File: src/rtl/mips_pkg.sv
// Shared register-file types and constants for the writeback path.
package mips_pkg;
  localparam int NREG      = 32;
  localparam int REG_AW    = 5;
  localparam int DW        = 32;
  localparam int MAX_B_RUN = 4;
  localparam logic [REG_AW-1:0] REG_ZERO = 5'd0;

  typedef logic [REG_AW-1:0] reg_idx_t;
  typedef logic [DW-1:0]     word_t;
endpackage

File: src/rtl/wb_scoreboard.sv
// Pending-destination scoreboard for long-latency writebacks, plus the
// RAW/WAW hazard compare that drives the issue stall.
module wb_scoreboard
  import mips_pkg::*;
(
  input  logic            clk,
  input  logic            rst,
  input  logic            i_iss_valid,
  input  logic            i_iss_long,
  input  logic            i_iss_wen,
  input  reg_idx_t        i_iss_dest,
  input  reg_idx_t        i_iss_src1,
  input  reg_idx_t        i_iss_src2,
  input  logic            i_b_accept,
  input  reg_idx_t        i_b_dest,
  output logic            o_iss_stall,
  output logic [NREG-1:0] o_pending
);

  logic [NREG-1:0] r_pending;
  logic [NREG-1:0] w_set_mask;
  logic [NREG-1:0] w_clr_mask;
  logic            w_hazard;
  logic            w_set;

  // Hazards are judged against the registered vector, so a clear from a
  // B accept only releases the stall on the following cycle.
  always_comb begin
    w_hazard = 1'b0;
    if (i_iss_src1 != REG_ZERO && r_pending[i_iss_src1]) w_hazard = 1'b1;
    if (i_iss_src2 != REG_ZERO && r_pending[i_iss_src2]) w_hazard = 1'b1;
    if (i_iss_wen && i_iss_dest != REG_ZERO && r_pending[i_iss_dest]) w_hazard = 1'b1;
  end

  assign o_iss_stall = i_iss_valid && w_hazard;
  assign w_set = i_iss_valid && !o_iss_stall && i_iss_long && i_iss_wen &&
                 (i_iss_dest != REG_ZERO);

  always_comb begin
    w_set_mask = '0;
    w_clr_mask = '0;
    if (w_set) w_set_mask[i_iss_dest] = 1'b1;
    if (i_b_accept && i_b_dest != REG_ZERO) w_clr_mask[i_b_dest] = 1'b1;
  end

  // Set is applied after clear so a same-index collision leaves the bit set.
  always_ff @(posedge clk or negedge rst) begin
    if (!rst) r_pending <= '0;
    else      r_pending <= (r_pending & ~w_clr_mask) | w_set_mask;
  end

  assign o_pending = r_pending;

endmodule

File: src/rtl/regfile_wb_arbiter.sv
// Arbitrates the single regfile write port between the ALU (A) and the
// long-latency unit (B), with a bounded B run so A cannot starve.
module regfile_wb_arbiter
  import mips_pkg::*;
#(
  parameter int P_NREG      = NREG,
  parameter int P_DW        = DW,
  parameter int P_MAX_B_RUN = MAX_B_RUN
) (
  input  logic              clk,
  input  logic              rst,
  input  logic              a_valid,
  output logic              a_ready,
  input  logic [4:0]        a_dest,
  input  logic [P_DW-1:0]   a_data,
  input  logic              b_valid,
  output logic              b_ready,
  input  logic [4:0]        b_dest,
  input  logic [P_DW-1:0]   b_data,
  input  logic              iss_valid,
  input  logic              iss_long,
  input  logic              iss_wen,
  input  logic [4:0]        iss_dest,
  input  logic [4:0]        iss_src1,
  input  logic [4:0]        iss_src2,
  output logic              iss_stall,
  output logic              wren,
  output logic [4:0]        wr,
  output logic [P_DW-1:0]   wd,
  output logic [P_NREG-1:0] pending
);

  localparam int RUN_W = $clog2(P_MAX_B_RUN + 1);
  localparam logic [RUN_W-1:0] RUN_MAX = RUN_W'(P_MAX_B_RUN);

  logic [RUN_W-1:0] r_run_cnt;
  logic             r_wren;
  logic [4:0]       r_wr;
  logic [P_DW-1:0]  r_wd;
  logic             w_grant_a;
  logic             w_grant_b;
  logic             w_accept;
  logic [4:0]       w_dest;
  logic [P_DW-1:0]  w_data;
  logic [NREG-1:0]  w_pending;

  // Valid/ready: a request transfers in the cycle valid && ready is high;
  // the requester holds dest/data stable until then. Ready never depends
  // on anything registered except the B run counter.
  assign w_grant_b = b_valid && !(a_valid && r_run_cnt == RUN_MAX);
  assign w_grant_a = a_valid && !w_grant_b;
  assign a_ready   = w_grant_a;
  assign b_ready   = w_grant_b;

  assign w_accept = w_grant_a || w_grant_b;
  assign w_dest   = w_grant_b ? b_dest : a_dest;
  assign w_data   = w_grant_b ? b_data : a_data;

  // Counts B wins only while A is actually waiting.
  always_ff @(posedge clk or negedge rst) begin
    if (!rst) begin
      r_run_cnt <= '0;
    end else if (!a_valid || w_grant_a) begin
      r_run_cnt <= '0;
    end else if (w_grant_b && r_run_cnt != RUN_MAX) begin
      r_run_cnt <= r_run_cnt + 1'b1;
    end
  end

  // $0 writes are accepted but never strobe the regfile.
  always_ff @(posedge clk or negedge rst) begin
    if (!rst) begin
      r_wren <= 1'b0;
      r_wr   <= '0;
      r_wd   <= '0;
    end else begin
      r_wren <= w_accept && (w_dest != REG_ZERO);
      if (w_accept) begin
        r_wr <= w_dest;
        r_wd <= w_data;
      end
    end
  end

  assign wren = r_wren;
  assign wr   = r_wr;
  assign wd   = r_wd;

  wb_scoreboard u_sb (
    .clk         (clk),
    .rst         (rst),
    .i_iss_valid (iss_valid),
    .i_iss_long  (iss_long),
    .i_iss_wen   (iss_wen),
    .i_iss_dest  (iss_dest),
    .i_iss_src1  (iss_src1),
    .i_iss_src2  (iss_src2),
    .i_b_accept  (w_grant_b),
    .i_b_dest    (b_dest),
    .o_iss_stall (iss_stall),
    .o_pending   (w_pending)
  );

  assign pending = P_NREG'(w_pending);

endmodule

File: config.mk
export PLATFORM = sky130hd
export DESIGN_NAME = regfile_wb_arbiter
export DESIGN_NICKNAME = d
export VERILOG_FILES = /design/src/rtl/mips_pkg.sv /design/src/rtl/wb_scoreboard.sv /design/src/rtl/regfile_wb_arbiter.sv
export SDC_FILE = /design/constraint.sdc
export NUM_CORES = 1
export LEC_CHECK = 0
export ABC_CLOCK_PERIOD_IN_PS = 5000
export CORE_UTILIZATION = 30
export DETAILED_ROUTE_END_ITERATION = 10
export PLACE_DENSITY = 0.68
export SLEW_MARGIN = 25
export SYNTH_ARGS = -nofsm -noshare
export SYNTH_HDL_FRONTEND = slang
export SYNTH_HIERARCHICAL = 1
export SYNTH_SLANG_ARGS = --single-unit
File: constraint.sdc
create_clock -name clk -period 5 [get_ports clk]
set_input_delay 0.75 -clock clk [delete_from_list [all_inputs] [get_ports clk]]
set_output_delay 0.75 -clock clk [all_outputs]
set_load 0.05 [all_outputs]
-- Word-level counts from Yosys, hierarchy flattened
Index checks and enable logic that the tools add are counted.
- flip-flop bits (word level): 73
- output and inout port bits: 73
- logic and storage cells: 65
- $add $sub $neg: 1
- magnitude comparators: 6
- equality and inequality tests: 2
- multiplexer cells: 19
- bitwise gates (word level): 3
- reductions and logical operators: 29
- operators with widths (kind ; count):
    32-bit 2-to-1 mux ; 3
    32-bit AND ; 1
    32-bit NOT ; 1
    32-bit bitwise OR ; 1
    5-bit nonzero test ; 5
    5-bit by 6-bit less-than comparator with 1-bit output (second input constant) ; 4
    1-bit logical AND ; 17
    1-bit binary-select mux with 5-bit select ; 3
    1-bit demux with 5-bit select ; 2
    5-bit by 1-bit >= comparator with 1-bit output (second input constant) ; 2
    1-bit 2-to-1 mux ; 8
    3-bit 2-to-1 mux ; 2
    5-bit 2-to-1 mux ; 1
    1-bit logical NOT ; 4
    3-bit by 1-bit adder with 3-bit output (second input constant) ; 1
    3-bit == test (second input constant) ; 1
    3-bit inequality test (second input constant) ; 1
    1-bit logical OR ; 2
    2-bit nonzero test ; 1

-- Depth between registers and ports, before layout
- depth after elaboration: 14
- mapped depth: 10

-- Modules after synthesis
Netlist, hierarchy kept.
- by module, submodules not included (module ; instances ; cells an instance ; area each (sq um) ; seq. area each (sq um)):
    wb_scoreboard ; 1 ; 251 ; 2570.0 ; 800.8
    regfile_wb_arbiter ; 1 ; 200 ; 2047.0 ; 1026.0

-- Worst setup path before layout
Ideal clock, no wire load.
- path kind: input-to-output
- from: input port iss_src1[1]
- to: output port iss_stall
- arrival time: 2.670 ns
- slack: 1.580 ns
- stages: 8
- cell sequence: clkbuf_1 -> mux4_2 -> mux2_2 -> nand2_1 -> a32o_1 -> nand2_2 -> buf_2 -> o21a_1
- word-level cells in the longest chain between the ends: 7
- elaborated cells between the ends (all ways): 8
- RTL lines (element ; RTL line ; text):
    from (decl) ; regfile_wb_arbiter.sv:24 ; input logic [4:0] iss_src1,
    1-bit binary-select mux with 5-bit select ; wb_scoreboard.sv:30 ; if (i_iss_src1 != REG_ZERO && r_pending[i_iss_src1]) w_hazard = 1'b1;
    1-bit 2-to-1 mux (implied by the code) ; wb_scoreboard.sv:30 ;
    1-bit logical AND * ; wb_scoreboard.sv:30 ;
    1-bit 2-to-1 mux * ; wb_scoreboard.sv:30 ;
    1-bit 2-to-1 mux * ; wb_scoreboard.sv:31 ; if (i_iss_src2 != REG_ZERO && r_pending[i_iss_src2]) w_hazard = 1'b1;
    1-bit 2-to-1 mux * ; wb_scoreboard.sv:32 ; if (i_iss_wen && i_iss_dest != REG_ZERO && r_pending[i_iss_dest]) w_hazard = 1'b1;
    1-bit logical AND * ; wb_scoreboard.sv:35 ; assign o_iss_stall = i_iss_valid && w_hazard;
    to (decl) ; regfile_wb_arbiter.sv:26 ; output logic iss_stall,
Mark *: on every way between the ends. The rest lies on a longest branch, timed or not. The select of a mux whose other input is x is not followed.

-- Final worst setup path
- from: input port iss_dest[1]
- to: output port iss_stall
- word-level cells in the longest chain between the ends: 5
- elaborated cells between the ends (all ways): 7
- RTL lines (element ; RTL line ; text):
    from (decl) ; regfile_wb_arbiter.sv:23 ; input logic [4:0] iss_dest,
    1-bit binary-select mux with 5-bit select or 5-bit nonzero test (tied branches) ; wb_scoreboard.sv:32 ;
    1-bit 2-to-1 mux (implied by the code) or 1-bit logical AND (tied branches) ; wb_scoreboard.sv:32 ;
    1-bit logical AND * ; wb_scoreboard.sv:32 ;
    1-bit 2-to-1 mux * ; wb_scoreboard.sv:32 ;
    1-bit logical AND * ; wb_scoreboard.sv:35 ;
Marks and branches as above.

==> flow_results.xml <==
<?xml version="1.0" encoding="UTF-8"?>
<metrics>
  <group name="setup_path">
    <metric name="critical_path_arrival" unit="ns">3.73</metric>
    <metric name="worst-path-buf-inv" unit="">3</metric>
    <metric name="cp_common_cell" unit="">clkdlybuf4s50_1</metric>
    <metric name="critPathLaunchType" unit="">primary input</metric>
    <metric name="cpLargestDelayFamily" unit="">buffers and inverters</metric>
    <metric name="slowest_delay" unit="ns">0.88</metric>
    <metric name="crit_chain" unit="">clkdlybuf4s50_1 -&gt; buf_4 -&gt; mux4_2 -&gt; a22oi_1 -&gt; o31ai_1 -&gt; o221a_2 -&gt; o21a_1 -&gt; clkdlybuf4s50_1</metric>
    <metric name="critical_path.max_fanout" unit="">13</metric>
    <metric name="endpoint_kind" unit="">output port</metric>
    <metric name="timing.setup.critical_path_class" unit="">primary input to output port</metric>
    <metric name="worst-endpoint-required" unit="ns">4.25</metric>
    <metric name="timing.critical_path.slowest_stage_cell" unit="">clkdlybuf4s50_1</metric>
  </group>
  <group name="clock_tree">
    <metric name="holdBufCountCts" unit="">0</metric>
    <metric name="cts_root_buf" unit="">clkbuf_16</metric>
    <metric name="clock_path_buffers" unit="">2</metric>
    <metric name="cts.repair_timing.setup_buffer_count" unit="">0</metric>
    <metric name="clkLatencyLatePin" unit="ns">0.33</metric>
    <metric name="cts_repair_resize_count" unit="">0</metric>
    <metric name="h-tree-depth" unit="">3</metric>
    <metric name="cts_tree" unit="">yes</metric>
    <metric name="numCtsBuffers" unit="">9</metric>
    <metric name="numClockSinks" unit="">73</metric>
    <metric name="clk_pin_slew" unit="ns">0.06</metric>
  </group>
  <group name="grt">
    <metric name="grt_first_pass_wirelength" unit="mm">25.2</metric>
    <metric name="grt_max_degree" unit="">74</metric>
    <metric name="grt_remaining_overflow" unit="">0</metric>
    <metric name="first_global_vias" unit="">4497</metric>
    <metric name="antenna_found_initial" unit="">0</metric>
    <metric name="global_route.usage.total" unit="">0.204</metric>
  </group>
  <group name="cells_and_area">
    <metric name="syn2layout_area_growth" unit="%">45.2</metric>
    <metric name="antenna_cells_inserted" unit="">0</metric>
    <metric name="nNetsFinal" unit="">696</metric>
    <metric name="filler_free_cell_count_of_the_finished_design" unit="">787</metric>
    <metric name="drive_above_1_share" unit="">0.114</metric>
  </group>
  <group name="timing">
    <metric name="final.setup.worst_slack" unit="ns">0.525</metric>
    <metric name="skew" unit="ns">0.00337</metric>
    <metric name="worst-slew-pin-transition" unit="ns">0.706</metric>
    <metric name="fin_worst_hold_slack" unit="ns">0.417</metric>
    <metric name="relSlewSlack" unit="">0.529</metric>
    <metric name="max_freq" unit="MHz">223</metric>
    <metric name="max_slew_violation_count" unit="">0</metric>
    <metric name="final.period_utilization" unit="">0.895</metric>
    <metric name="finalSetupTns" unit="ns">0</metric>
    <metric name="hold_viol_final" unit="">0</metric>
    <metric name="rsz0062_at_grt" unit="">false</metric>
    <metric name="setup-violations-final" unit="">0</metric>
    <metric name="timing.final.crit_period" unit="ns">4.48</metric>
  </group>
  <group name="drt">
    <metric name="viasPerCell" unit="">5.71</metric>
    <metric name="detailroute.via_count" unit="">4497</metric>
    <metric name="routed_wl" unit="mm">16.3</metric>
    <metric name="drtAntennaViolNets" unit="">0</metric>
    <metric name="drt_first_iter_violations" unit="">306</metric>
    <metric name="detail_route.drc_violations" unit="">0</metric>
    <metric name="firstDrtPassIters" unit="">5</metric>
    <metric name="wl_per_cell" unit="um">20.7</metric>
  </group>
  <group name="placement">
    <metric name="globalplace.congestion" unit="">0.895</metric>
    <metric name="detailed_place_hpwl" unit="mm">11.6</metric>
    <metric name="place.port_buffers" unit="">168</metric>
    <metric name="placed_cells" unit="">771</metric>
    <metric name="pre_cts_ws" unit="ns">0.562</metric>
  </group>
  <group name="pwr">
    <metric name="max-vdd-ir-drop" unit="uV">128</metric>
    <metric name="leakage" unit="nW">2.72</metric>
    <metric name="power_density_normalized_to_cell_area" unit="mW/mm2">303</metric>
  </group>
  <group name="synthesis">
    <metric name="syn_area_per_cell" unit="um2">10.2</metric>
    <metric name="ys_ff_latch" unit="">73</metric>
    <metric name="number_of_warning_messages_in_the_yosys_log" unit="">6</metric>
    <metric name="mappedNetlistNets" unit="">549</metric>
    <metric name="synthDominantCellAreaShare" unit="">0.396</metric>
    <metric name="synth_top_flop_cell" unit="">dfrtp_1</metric>
    <metric name="synth_enable_flop_cells" unit="">0</metric>
    <metric name="synth_cell_type_count" unit="">59</metric>
    <metric name="seq_area_frac_synth" unit="">0.396</metric>
    <metric name="post-synth-top-count-cell" unit="">dfrtp_1</metric>
    <metric name="mappedNetlistArea" unit="mm2">0.00462</metric>
    <metric name="netlist_top_cells_count" unit="">73 x dfrtp_1, 69 x o21ai_0, 51 x mux2i_1</metric>
    <metric name="synth_top_cells_by_area" unit="">dfrtp_1 40%, mux2i_1 11%, o21ai_0 7.5%</metric>
    <metric name="dominant_cell_type_by_area_after_synthesis" unit="">dfrtp_1</metric>
    <metric name="synthesized_instance_count" unit="">451</metric>
    <metric name="asyncSetResetFlopFracSynth" unit="">1.00</metric>
  </group>
  <group name="die">
    <metric name="fp.dieH" unit="um">126</metric>
    <metric name="die-area" unit="mm2">0.0159</metric>
    <metric name="die_width" unit="um">126</metric>
    <metric name="design.core.area" unit="mm2">0.0148</metric>
    <metric name="initial_core_util" unit="">0.313</metric>
    <metric name="std_cell_rows" unit="">44</metric>
    <metric name="ioPinCount" unit="">169</metric>
  </group>
  <group name="status">
    <metric name="outcome" unit="">finished, final reports clean</metric>
  </group>
  <group name="min_path">
    <metric name="class_of_the_most_critical_hold_timing_path" unit="">primary input to async pin</metric>
  </group>
  <group name="job">
    <metric name="cap_viol_max_count" unit="">0</metric>
  </group>
</metrics>
==> cell families after synthesis <==
family / share of synthesized area
adders and majority gates: 0.00542
and+or+nand+nor: 0.167
DFF: 0.396
xor gates and xnor gates: 0.00190
buffers and inverters: 0.0523
AOI/OAI and AO/OA: 0.194
muxes: 0.184
==> metal layers <==
metal / wire (um) / global-route usage
met5: 0 / 0
met4: 429 / 0.0843
met3: 1510 / 0.0599
met2: 7480 / 0.325
met1: 6860 / 0.259
==> through the flow <==
stage	utilization	cell area (um2)	total power [mW]
2_1_floorplan	-	4620	1.03
3_3_place_gp	0.431	6360	1.28
3_5_place_dp	0.431	6360	1.29
4_1_cts	0.454	6700	2.06
5_1_grt	0.454	6700	2.11
6_report	0.454	6700	2.03
==> state kept, by name (all words and copies together), names as in the netlist <==
signal	count
u_sb/o_pending	32
wd	32
wr	5
r_run_cnt	3
wren	1
==> cell type report <==
cell class / count / area, um2
clock inverter: 7 / 119
clock buffer: 9 / 225
multi-input combinational: 332 / 2550
tap: 184 / 230
timing repair buffer: 175 / 1730
sequential: 73 / 1830
fill: 1381 / 8050
inverter: 7 / 26.3
==> final timing paths <==
path                       depth (start not counted)                           to                        start  slack [ns]
max                                                8                    iss_stall                  iss_dest[1]        0.52
min                                                1  u_sb/o_pending[0]$_DFF_PN0_                          rst        0.42
max reg2reg                                        6  u_sb/o_pending[7]$_DFF_PN0_  u_sb/o_pending[7]$_DFF_PN0_        2.23
min reg2reg                                        1     r_run_cnt[0]$_DFFE_PN0P_     r_run_cnt[0]$_DFFE_PN0P_        0.46
max in group asynchronous                          1            wd[5]$_DFFE_PN0P_                          rst        4.07
min in group clk                                   1     r_run_cnt[0]$_DFFE_PN0P_     r_run_cnt[0]$_DFFE_PN0P_        0.46
==> where the power goes <==
part	switching [mW]	internal, mW	total, mW
clock network	0.262	0.487	0.749
logic	0.349	0.235	0.584
registers	0.0615	0.640	0.701
total	0.673	1.36	2.03
==> cell usage in the layout, fill, tap and decap left out, types with 6 or more instances in the layout <==
cell type	netlist	layout
a31oi_1	7	7
buf_4	5	8
clkbuf_16	0	9
clkdlybuf4s50_1	0	165
dfrtp_1	73	73
inv_1	7	7
mux2_2	8	8
mux2i_1	51	51
mux4_2	11	11
nand2_1	25	25
nand2b_1	6	6
nand3_1	40	40
nor2_1	7	7
nor2b_1	12	12
o21ai_0	69	69
o31ai_1	10	10
o41ai_2	12	12
or3_1	10	10
Power figures use the tool's default switching activity.
